File: src/rtl/g3f_deadtime_if.sv
// Bundle of control, phase-level and gate-drive signals between the g3f
// generator side and the dead-time stage.
interface g3f_deadtime_if #(
  parameter int DT_W = 4
);
  // No valid/ready pairing: every input is a level sampled on each clk edge,
  // and every output is a level decoded from registered state.
  logic            en;
  logic [DT_W-1:0] dt;
  logic            qa;
  logic            qb;
  logic            qc;
  logic            fault;
  logic            fault_clr;
  logic            ah;
  logic            al;
  logic            bh;
  logic            bl;
  logic            ch;
  logic            cl;
  logic            fault_latched;
  logic            busy;
  logic [5:0]      state_dbg;

  modport master (
    output en, dt, qa, qb, qc, fault, fault_clr,
    input  ah, al, bh, bl, ch, cl, fault_latched, busy, state_dbg
  );

  modport slave (
    input  en, dt, qa, qb, qc, fault, fault_clr,
    output ah, al, bh, bl, ch, cl, fault_latched, busy, state_dbg
  );
endinterface

File: src/rtl/g3f_deadtime.sv
// Three-phase complementary gate driver with programmable dead time,
// enable gating and a sticky fault shutdown.
module g3f_deadtime #(
  parameter int DT_W = 4
) (
  input logic           clk,
  input logic           rst,
  g3f_deadtime_if.slave bus
);
  localparam logic [1:0] ST_IDLE = 2'd0;
  localparam logic [1:0] ST_DEAD = 2'd1;
  localparam logic [1:0] ST_HIGH = 2'd2;
  localparam logic [1:0] ST_LOW  = 2'd3;

  logic [2:0]            q_r;
  logic                  fault_latched;
  logic [2:0][1:0]       state;
  logic [2:0][DT_W-1:0]  cnt;
  logic [2:0]            tgt;
  logic [DT_W-1:0]       dead_load;
  logic                  force_idle;

  // A dead time of zero still needs one cycle, so the reload is max(dt,1)-1.
  assign dead_load  = (bus.dt == '0) ? '0 : bus.dt - DT_W'(1);
  assign force_idle = fault_latched | bus.fault | ~bus.en;

  always_ff @(posedge clk) begin
    if (rst) begin
      q_r           <= '0;
      fault_latched <= 1'b0;
      state         <= {3{ST_IDLE}};
      cnt           <= '0;
      tgt           <= '0;
    end else begin
      q_r <= {bus.qc, bus.qb, bus.qa};

      // Fault set dominates a simultaneous clear.
      if (bus.fault) begin
        fault_latched <= 1'b1;
      end else if (bus.fault_clr) begin
        fault_latched <= 1'b0;
      end

      for (int i = 0; i < 3; i++) begin
        if (force_idle) begin
          state[i] <= ST_IDLE;
          cnt[i]   <= '0;
        end else begin
          case (state[i])
            ST_IDLE: begin
              state[i] <= ST_DEAD;
              tgt[i]   <= q_r[i];
              cnt[i]   <= dead_load;
            end
            ST_HIGH: begin
              if (!q_r[i]) begin
                state[i] <= ST_DEAD;
                tgt[i]   <= 1'b0;
                cnt[i]   <= dead_load;
              end
            end
            ST_LOW: begin
              if (q_r[i]) begin
                state[i] <= ST_DEAD;
                tgt[i]   <= 1'b1;
                cnt[i]   <= dead_load;
              end
            end
            ST_DEAD: begin
              // A level change mid-dead-time restarts the full gap.
              if (q_r[i] != tgt[i]) begin
                tgt[i] <= q_r[i];
                cnt[i] <= dead_load;
              end else if (cnt[i] == '0) begin
                state[i] <= tgt[i] ? ST_HIGH : ST_LOW;
              end else begin
                cnt[i] <= cnt[i] - DT_W'(1);
              end
            end
            default: begin
              state[i] <= ST_IDLE;
            end
          endcase
        end
      end
    end
  end

  assign bus.ah = (state[0] == ST_HIGH);
  assign bus.al = (state[0] == ST_LOW);
  assign bus.bh = (state[1] == ST_HIGH);
  assign bus.bl = (state[1] == ST_LOW);
  assign bus.ch = (state[2] == ST_HIGH);
  assign bus.cl = (state[2] == ST_LOW);

  assign bus.busy          = (state[0] == ST_DEAD) | (state[1] == ST_DEAD) | (state[2] == ST_DEAD);
  assign bus.fault_latched = fault_latched;
  assign bus.state_dbg     = state;
endmodule

File: src/flat_wrapper.sv
// flat-port wrapper written by rule: the top's interface ports become plain ports
module g3f_deadtime_flat 
#(
  parameter int DT_W = 4
)
  (clk, rst, bus_en, bus_dt, bus_qa, bus_qb, bus_qc, bus_fault, bus_fault_clr, bus_ah, bus_al, bus_bh, bus_bl, bus_ch, bus_cl, bus_fault_latched, bus_busy, bus_state_dbg);
  g3f_deadtime_if #(.DT_W(DT_W)) bus_i ();
  input logic clk;
  input logic rst;
  input wire logic [$bits(bus_i.en)-1:0] bus_en;
  input wire logic [$bits(bus_i.dt)-1:0] bus_dt;
  input wire logic [$bits(bus_i.qa)-1:0] bus_qa;
  input wire logic [$bits(bus_i.qb)-1:0] bus_qb;
  input wire logic [$bits(bus_i.qc)-1:0] bus_qc;
  input wire logic [$bits(bus_i.fault)-1:0] bus_fault;
  input wire logic [$bits(bus_i.fault_clr)-1:0] bus_fault_clr;
  output wire logic [$bits(bus_i.ah)-1:0] bus_ah;
  output wire logic [$bits(bus_i.al)-1:0] bus_al;
  output wire logic [$bits(bus_i.bh)-1:0] bus_bh;
  output wire logic [$bits(bus_i.bl)-1:0] bus_bl;
  output wire logic [$bits(bus_i.ch)-1:0] bus_ch;
  output wire logic [$bits(bus_i.cl)-1:0] bus_cl;
  output wire logic [$bits(bus_i.fault_latched)-1:0] bus_fault_latched;
  output wire logic [$bits(bus_i.busy)-1:0] bus_busy;
  output wire logic [$bits(bus_i.state_dbg)-1:0] bus_state_dbg;
  assign bus_i.en = bus_en;
  assign bus_i.dt = bus_dt;
  assign bus_i.qa = bus_qa;
  assign bus_i.qb = bus_qb;
  assign bus_i.qc = bus_qc;
  assign bus_i.fault = bus_fault;
  assign bus_i.fault_clr = bus_fault_clr;
  assign bus_ah = bus_i.ah;
  assign bus_al = bus_i.al;
  assign bus_bh = bus_i.bh;
  assign bus_bl = bus_i.bl;
  assign bus_ch = bus_i.ch;
  assign bus_cl = bus_i.cl;
  assign bus_fault_latched = bus_i.fault_latched;
  assign bus_busy = bus_i.busy;
  assign bus_state_dbg = bus_i.state_dbg;
  g3f_deadtime #(.DT_W(DT_W)) u_core (.clk(clk), .rst(rst), .bus(bus_i));
endmodule
File: config.mk
export PLATFORM = sky130hd
export DESIGN_NAME = g3f_deadtime_flat
export DESIGN_NICKNAME = d
export VERILOG_FILES = /design/src/rtl/g3f_deadtime_if.sv /design/src/rtl/g3f_deadtime.sv /design/src/flat_wrapper.sv
export SDC_FILE = /design/constraint.sdc
export NUM_CORES = 1
export LEC_CHECK = 0
export CORE_UTILIZATION = 58
export CTS_BUF_LIST = sky130_fd_sc_hd__clkbuf_8
export DETAILED_ROUTE_END_ITERATION = 12
export GPL_TIMING_DRIVEN = 0
export MAX_ROUTING_LAYER = met4
export PLACE_DENSITY = 0.93
export SLEW_MARGIN = 0
export SYNTH_ARGS = -nofsm -noshare
export SYNTH_HDL_FRONTEND = slang
export SYNTH_SLANG_ARGS = --single-unit
File: constraint.sdc
create_clock -name clk -period 2.2 [get_ports clk]
set_clock_uncertainty 0.05 [all_clocks]
set_input_delay 0.22 -clock clk [delete_from_list [all_inputs] [get_ports clk]]
set_output_delay 0.22 -clock clk [all_outputs]
set_load 0.005 [all_outputs]
### Word level (Yosys, flattened, before mapping)

Index checks and enable logic that the tools add are counted.

* register bits: 25
* bits of input ports: 12
* output and inout port bits: 14
* logic and storage cells: 117

* add/subtract/negate cells: 4
* equality and inequality tests: 30
* muxes and demuxes: 48
* bitwise gates (word level): 6
* reduce and logical (&&, ||, !) cells: 18

Operators with widths (count)
* $mux 4: 13
* $pmux 4 s4: 3
* $mux 2: 12
* $pmux 2 s4: 3
* $reduce_and 4->1: 6
* $ne 2x1->1 const B: 9
* $logic_not 4->1: 4
* $sub 4x1->4 const B: 4
* $mux 1: 14
* $eq 2x2->1 const B: 6
* $ne 2x2->1 const B: 6
* $pmux 1 s4: 3
* $ne 3x2->1 const B: 3
* $reduce_and 3->1: 3
* $eq 2x1->1 const B: 3
* $logic_not 2->1: 3
* $or 1x1->1: 4
* $ne 1x1->1: 3
* $not 1->1: 2
* $reduce_bool 2->1: 1
* $reduce_or 2->1: 1

### Logic depth before layout (Yosys ltp)

* word-level depth: 4
* mapped depth: 6
* mapped depth without buffers: 6

### Worst setup path after synthesis

No wires, ideal clock.

* kind: register to register
* start point: register u_core.cnt[8] (netlist name)
* end point: register u_core.cnt[9] (netlist name)
* library setup time: 0.070 ns
* arrival time: 1.328 ns
* data required time: 2.080 ns
* slack: 0.752 ns
* cell stages (with the launch flop): 7
* buffers on the path: 0
* period minus slack after synthesis: 1.448 ns
* path through: dfxtp_1 -> inv_1 -> ha_1 -> nor3b_1 -> a32oi_2 -> nand2b_1 -> a21oi_1

* longest elaborated chain between the ends: 4
* elaborated cells on any way between the ends: 7
* classes of those cells: 1 x add/sub; 1 x eq/ne; 3 x mux; 2 x reduce/logical

Ends and longest elaborated chain
* start, declared: line g3f_deadtime.sv:18 `logic [2:0][DT_W-1:0] cnt;`
* start signal, assigned by index: line g3f_deadtime.sv:53 `cnt[i] <= dead_load;`
* start signal, assigned by index: line g3f_deadtime.sv:59 `cnt[i] <= dead_load;`
* start signal, assigned by index: line g3f_deadtime.sv:66 `cnt[i] <= dead_load;`
* $sub 4x1->4: line g3f_deadtime.sv:77 `cnt[i] <= cnt[i] - DT_W'(1);`
* $mux 4: line g3f_deadtime.sv:74 `end else if (cnt[i] == '0) begin`
* $mux 4: line g3f_deadtime.sv:71 `if (q_r[i] != tgt[i]) begin`
* $pmux 4 s4: line g3f_deadtime.sv:49 `case (state[i])`

Several ways; a longest one is shown, not always the timed one. The select of a mux whose other input is x is not followed.
A chain may end at the register's enable or synchronous reset.

### Final worst setup path

* start point: register u_core.state, in the netlist u_core.bus.state_dbg[1]
* end point: output bus_ah

* longest elaborated chain between the ends: 1

Ends and longest elaborated chain
* start, declared: line g3f_deadtime.sv:17 `logic [2:0][1:0] state;`
* start signal, assigned: line g3f_deadtime.sv:31 `state <= {3{ST_IDLE}};`
* start signal, assigned by index: line g3f_deadtime.sv:75 `state[i] <= tgt[i] ? ST_HIGH : ST_LOW;`
* $eq 2x2->1: line g3f_deadtime.sv:89 `assign bus.ah = (state[0] == ST_HIGH);`
* end, declared: line flat_wrapper.sv:17 `output wire logic [$bits(bus_i.ah)-1:0] bus_ah;`

No other way between the ends.

==> impl_metrics.yaml <==
cts:
  post_cts_buffers: 0
  cts_made_buffers: 3
  post_cts_resized: 0
  clock_latency_ns: 0.28
  clkTransAtPathRegs_ns: 0.09
  htree_levels: 1
  cts_buffer_depth: 2
  cts_root_buf: "clkbuf_8"
  cts.sinks: 25
  cts_tree: "built"
  hold_buffers: 0
floorplanning:
  initial_utilization_pct: 61.1
  die_h_um: 52.9
  io_pins: 26
  die_x_um: 52.9
  die_area_sq_um: 2790
  core_area_sq_um: 2450
  placementRows: 18
logic_synthesis:
  ys_seq_area_share_pct: 33.4
  syn_nets: 194
  syn_area_sq_um: 1500
  synth_cells: 179
  synth-edff-count: 0
  ys_seq_elements: 25
  ys.flop_type: "dfxtp_1"
  avgSynthCellArea_sq_um: 8.38
  async_flop_share_pct: 0
  ys_types: 43
  yosys_warnings: 0
pwr:
  p_leak_nw: 0.665
  pwr_density_cell_nw_per_um2: 504
  p_comb_share_pct: 17.4
  power.switching_mw: 0.253
  p_int_mw: 0.666
  seqPwrFrac_pct: 52.2
  clkPwrFrac_pct: 30.4
  swShare_pct: 27.5
  peakVddDrop_v: 0.000547
  finalPower_mw: 0.919
setup_path:
  crit_type: "reg -> out"
  crit_fanout: 9
  cp_cell_sequence: "nor2b_1, clkdlybuf4s50_1"
  arrival_ns: 1.70
  endpoint_kind: "output port"
  rrSetupSlack_ns: 0.46
  slowest_stage: "clkdlybuf4s50_1"
  cpPeakStageDelay_ns: 0.57
  critPathLaunchType: "register"
  worstPathRequired_ns: 1.93
timing:
  rsz0062_at_grt: "false"
  layout_min_cycle_time_ns: 1.97
  timing.fmax_ghz: 0.507
  setup_violations: 0
  relSlewSlack_pct: 53.0
  final_max_slew_viol_count: 0
  finalHoldViolations: 0
  whs_ns: 0.184
  tightest_slew_ns: 0.697
  fin_tns_setup_ns: 0
  fin_crit_sh_pct: 89.6
  setup_ws_ns: 0.229
hold_path:
  hp-class: "in -> reg"
layout:
  fin_nets: 223
  final_cells: 237
  diodes: 0
  layout-area-overhead-vs-synth_pct: 21.6
  drive_gt1_share_pct: 10.6
placement:
  place_ws_ns: 0.240
  dp.cells: 233
  portBuffers: 24
  hpwl_mm: 2.77
  gp_congestion: 0.934
routing:
  vias: 1519
  wirelength_mm: 3.86
  drt_iter0_markers: 78
  routedWlPerCell_um: 16.3
  dr.pass1.iters: 4
  vias_per_cell: 6.41
  drc: 0
  ant_nets: 0
run_status:
  status: "finished clean"
global_route:
  grt_first_pass_wirelength_mm: 6.02
  antenna_found_initial: 0
  grt_max_degree: 15
  overflow: 0
  track_usage_pct: 31.0
  grt_pass1_vias: 1360
job:
  cap_violations: 0
-- state kept, by name (all words and copies together) (netlist names) --
signal / flops
u_core.bus.fault_latched: 1
u_core.q_r: 3
u_core.tgt: 3
u_core.bus.state_dbg: 6
u_core.cnt: 12
-- power by group through the flow --
stage                     sequential [mW]  clock, mW  combinational [mW]
after floorplan                     0.486          0              0.0993
after global placement              0.488          0               0.148
after detailed placement            0.489          0               0.155
after CTS                           0.479      0.280               0.157
after global routing                0.481      0.297               0.172
final                               0.479      0.280               0.160
-- metrics by stage --
step	area, sq um	util, %
6_report	1820	74.3
5_1_grt	1820	74.3
4_1_cts	1820	74.3
3_5_place_dp	1780	72.4
3_3_place_gp	1780	72.4
2_1_floorplan	1500	-
-- per-layer routing --
metal	routed length, um	GRT usage (%)	vias to the layer above	part of all wire, %
met5	0	-	-	0
met4	110	16.7	0	2.8
met3	327	5.75	13	8.5
met2	1890	48.9	86	49
met1	1540	37.2	709	40
li1	-	-	711	-
-- cell usage in the layout (no fill, tap or decap), drive strengths merged, types with 2 or more instances in the layout --
cell type,netlist,final
dfxtp,25,25
clkdlybuf4s50,0,24
a21oi,16,16
nor2,15,15
nand2,12,12
nor2b,9,9
o21ai,9,9
inv,8,8
nand2b,7,7
xor2,6,6
buf,6,6
and2,4,4
nand3,4,4
nor3,4,4
a32o,4,4
o211ai,4,4
nor3b,4,4
clkbuf,1,4
or3,3,3
a32oi,3,3
nor4,3,3
a31o,3,3
a22oi,3,3
o21a,3,3
ha,3,3
xnor2,3,3
o32ai,3,3
nand4,2,2
nand3b,2,2
mux2i,2,2
-- worst max-delay path: cells and delay by family, from the launching register on --
| family | cells | cell delay (ns) |
|---|---|---|
| DFF | 1 | 0.48 |
| buffers and inverters | 1 | 0.57 |
| and+or+nand+nor | 1 | 0.38 |
-- synthesized netlist by cell type, types with 5 or more instances --
library cell | instances | area share (%)
xor2_1 | 6 | 3.5
nand2_1 | 12 | 3.0
inv_1 | 8 | 2.0
nor2b_1 | 9 | 3.8
buf_2 | 5 | 1.7
a21oi_1 | 16 | 5.3
o21ai_0 | 8 | 2.7
nand2b_1 | 7 | 2.9
dfxtp_1 | 25 | 33
nor2_1 | 14 | 3.5
-- logic make-up (layout without fill, tap and decap cells) --
group	after synthesis	after routing	share of synthesized area, %
buffers and inverters	15	43	4.75
and+or+nand+nor	73	73	27.0
muxes	2	2	1.33
adders and majority gates	3	3	2.50
AOI/OAI and AO/OA	52	52	25.3
DFF	25	25	33.4
xor gates and xnor gates	9	9	5.76
-- cell type report --
cell class,instances,area [sq um]
Buffer,7,41.3
Clock buffer,3,41.3
Sequential cell,25,500
Timing Repair Buffer,24,240
Multi-Input combinational cell,139,928
Inverter,8,30.0
Clock inverter,1,5.00
Tap cell,30,37.5
Fill cell,166,631
-- final timing paths --
| path | start | to | depth (start not counted) |
|---|---|---|---|
| setup / recovery | u_core.bus.state_dbg[1] | bus_ah | 2 |
| hold / removal | rst | u_core.tgt[1] | 2 |
| setup reg to reg | u_core.cnt[8] | u_core.cnt[9] | 6 |
| hold reg to reg | u_core.cnt[9] | u_core.cnt[9] | 2 |
(Power assumes the default switching activity.)
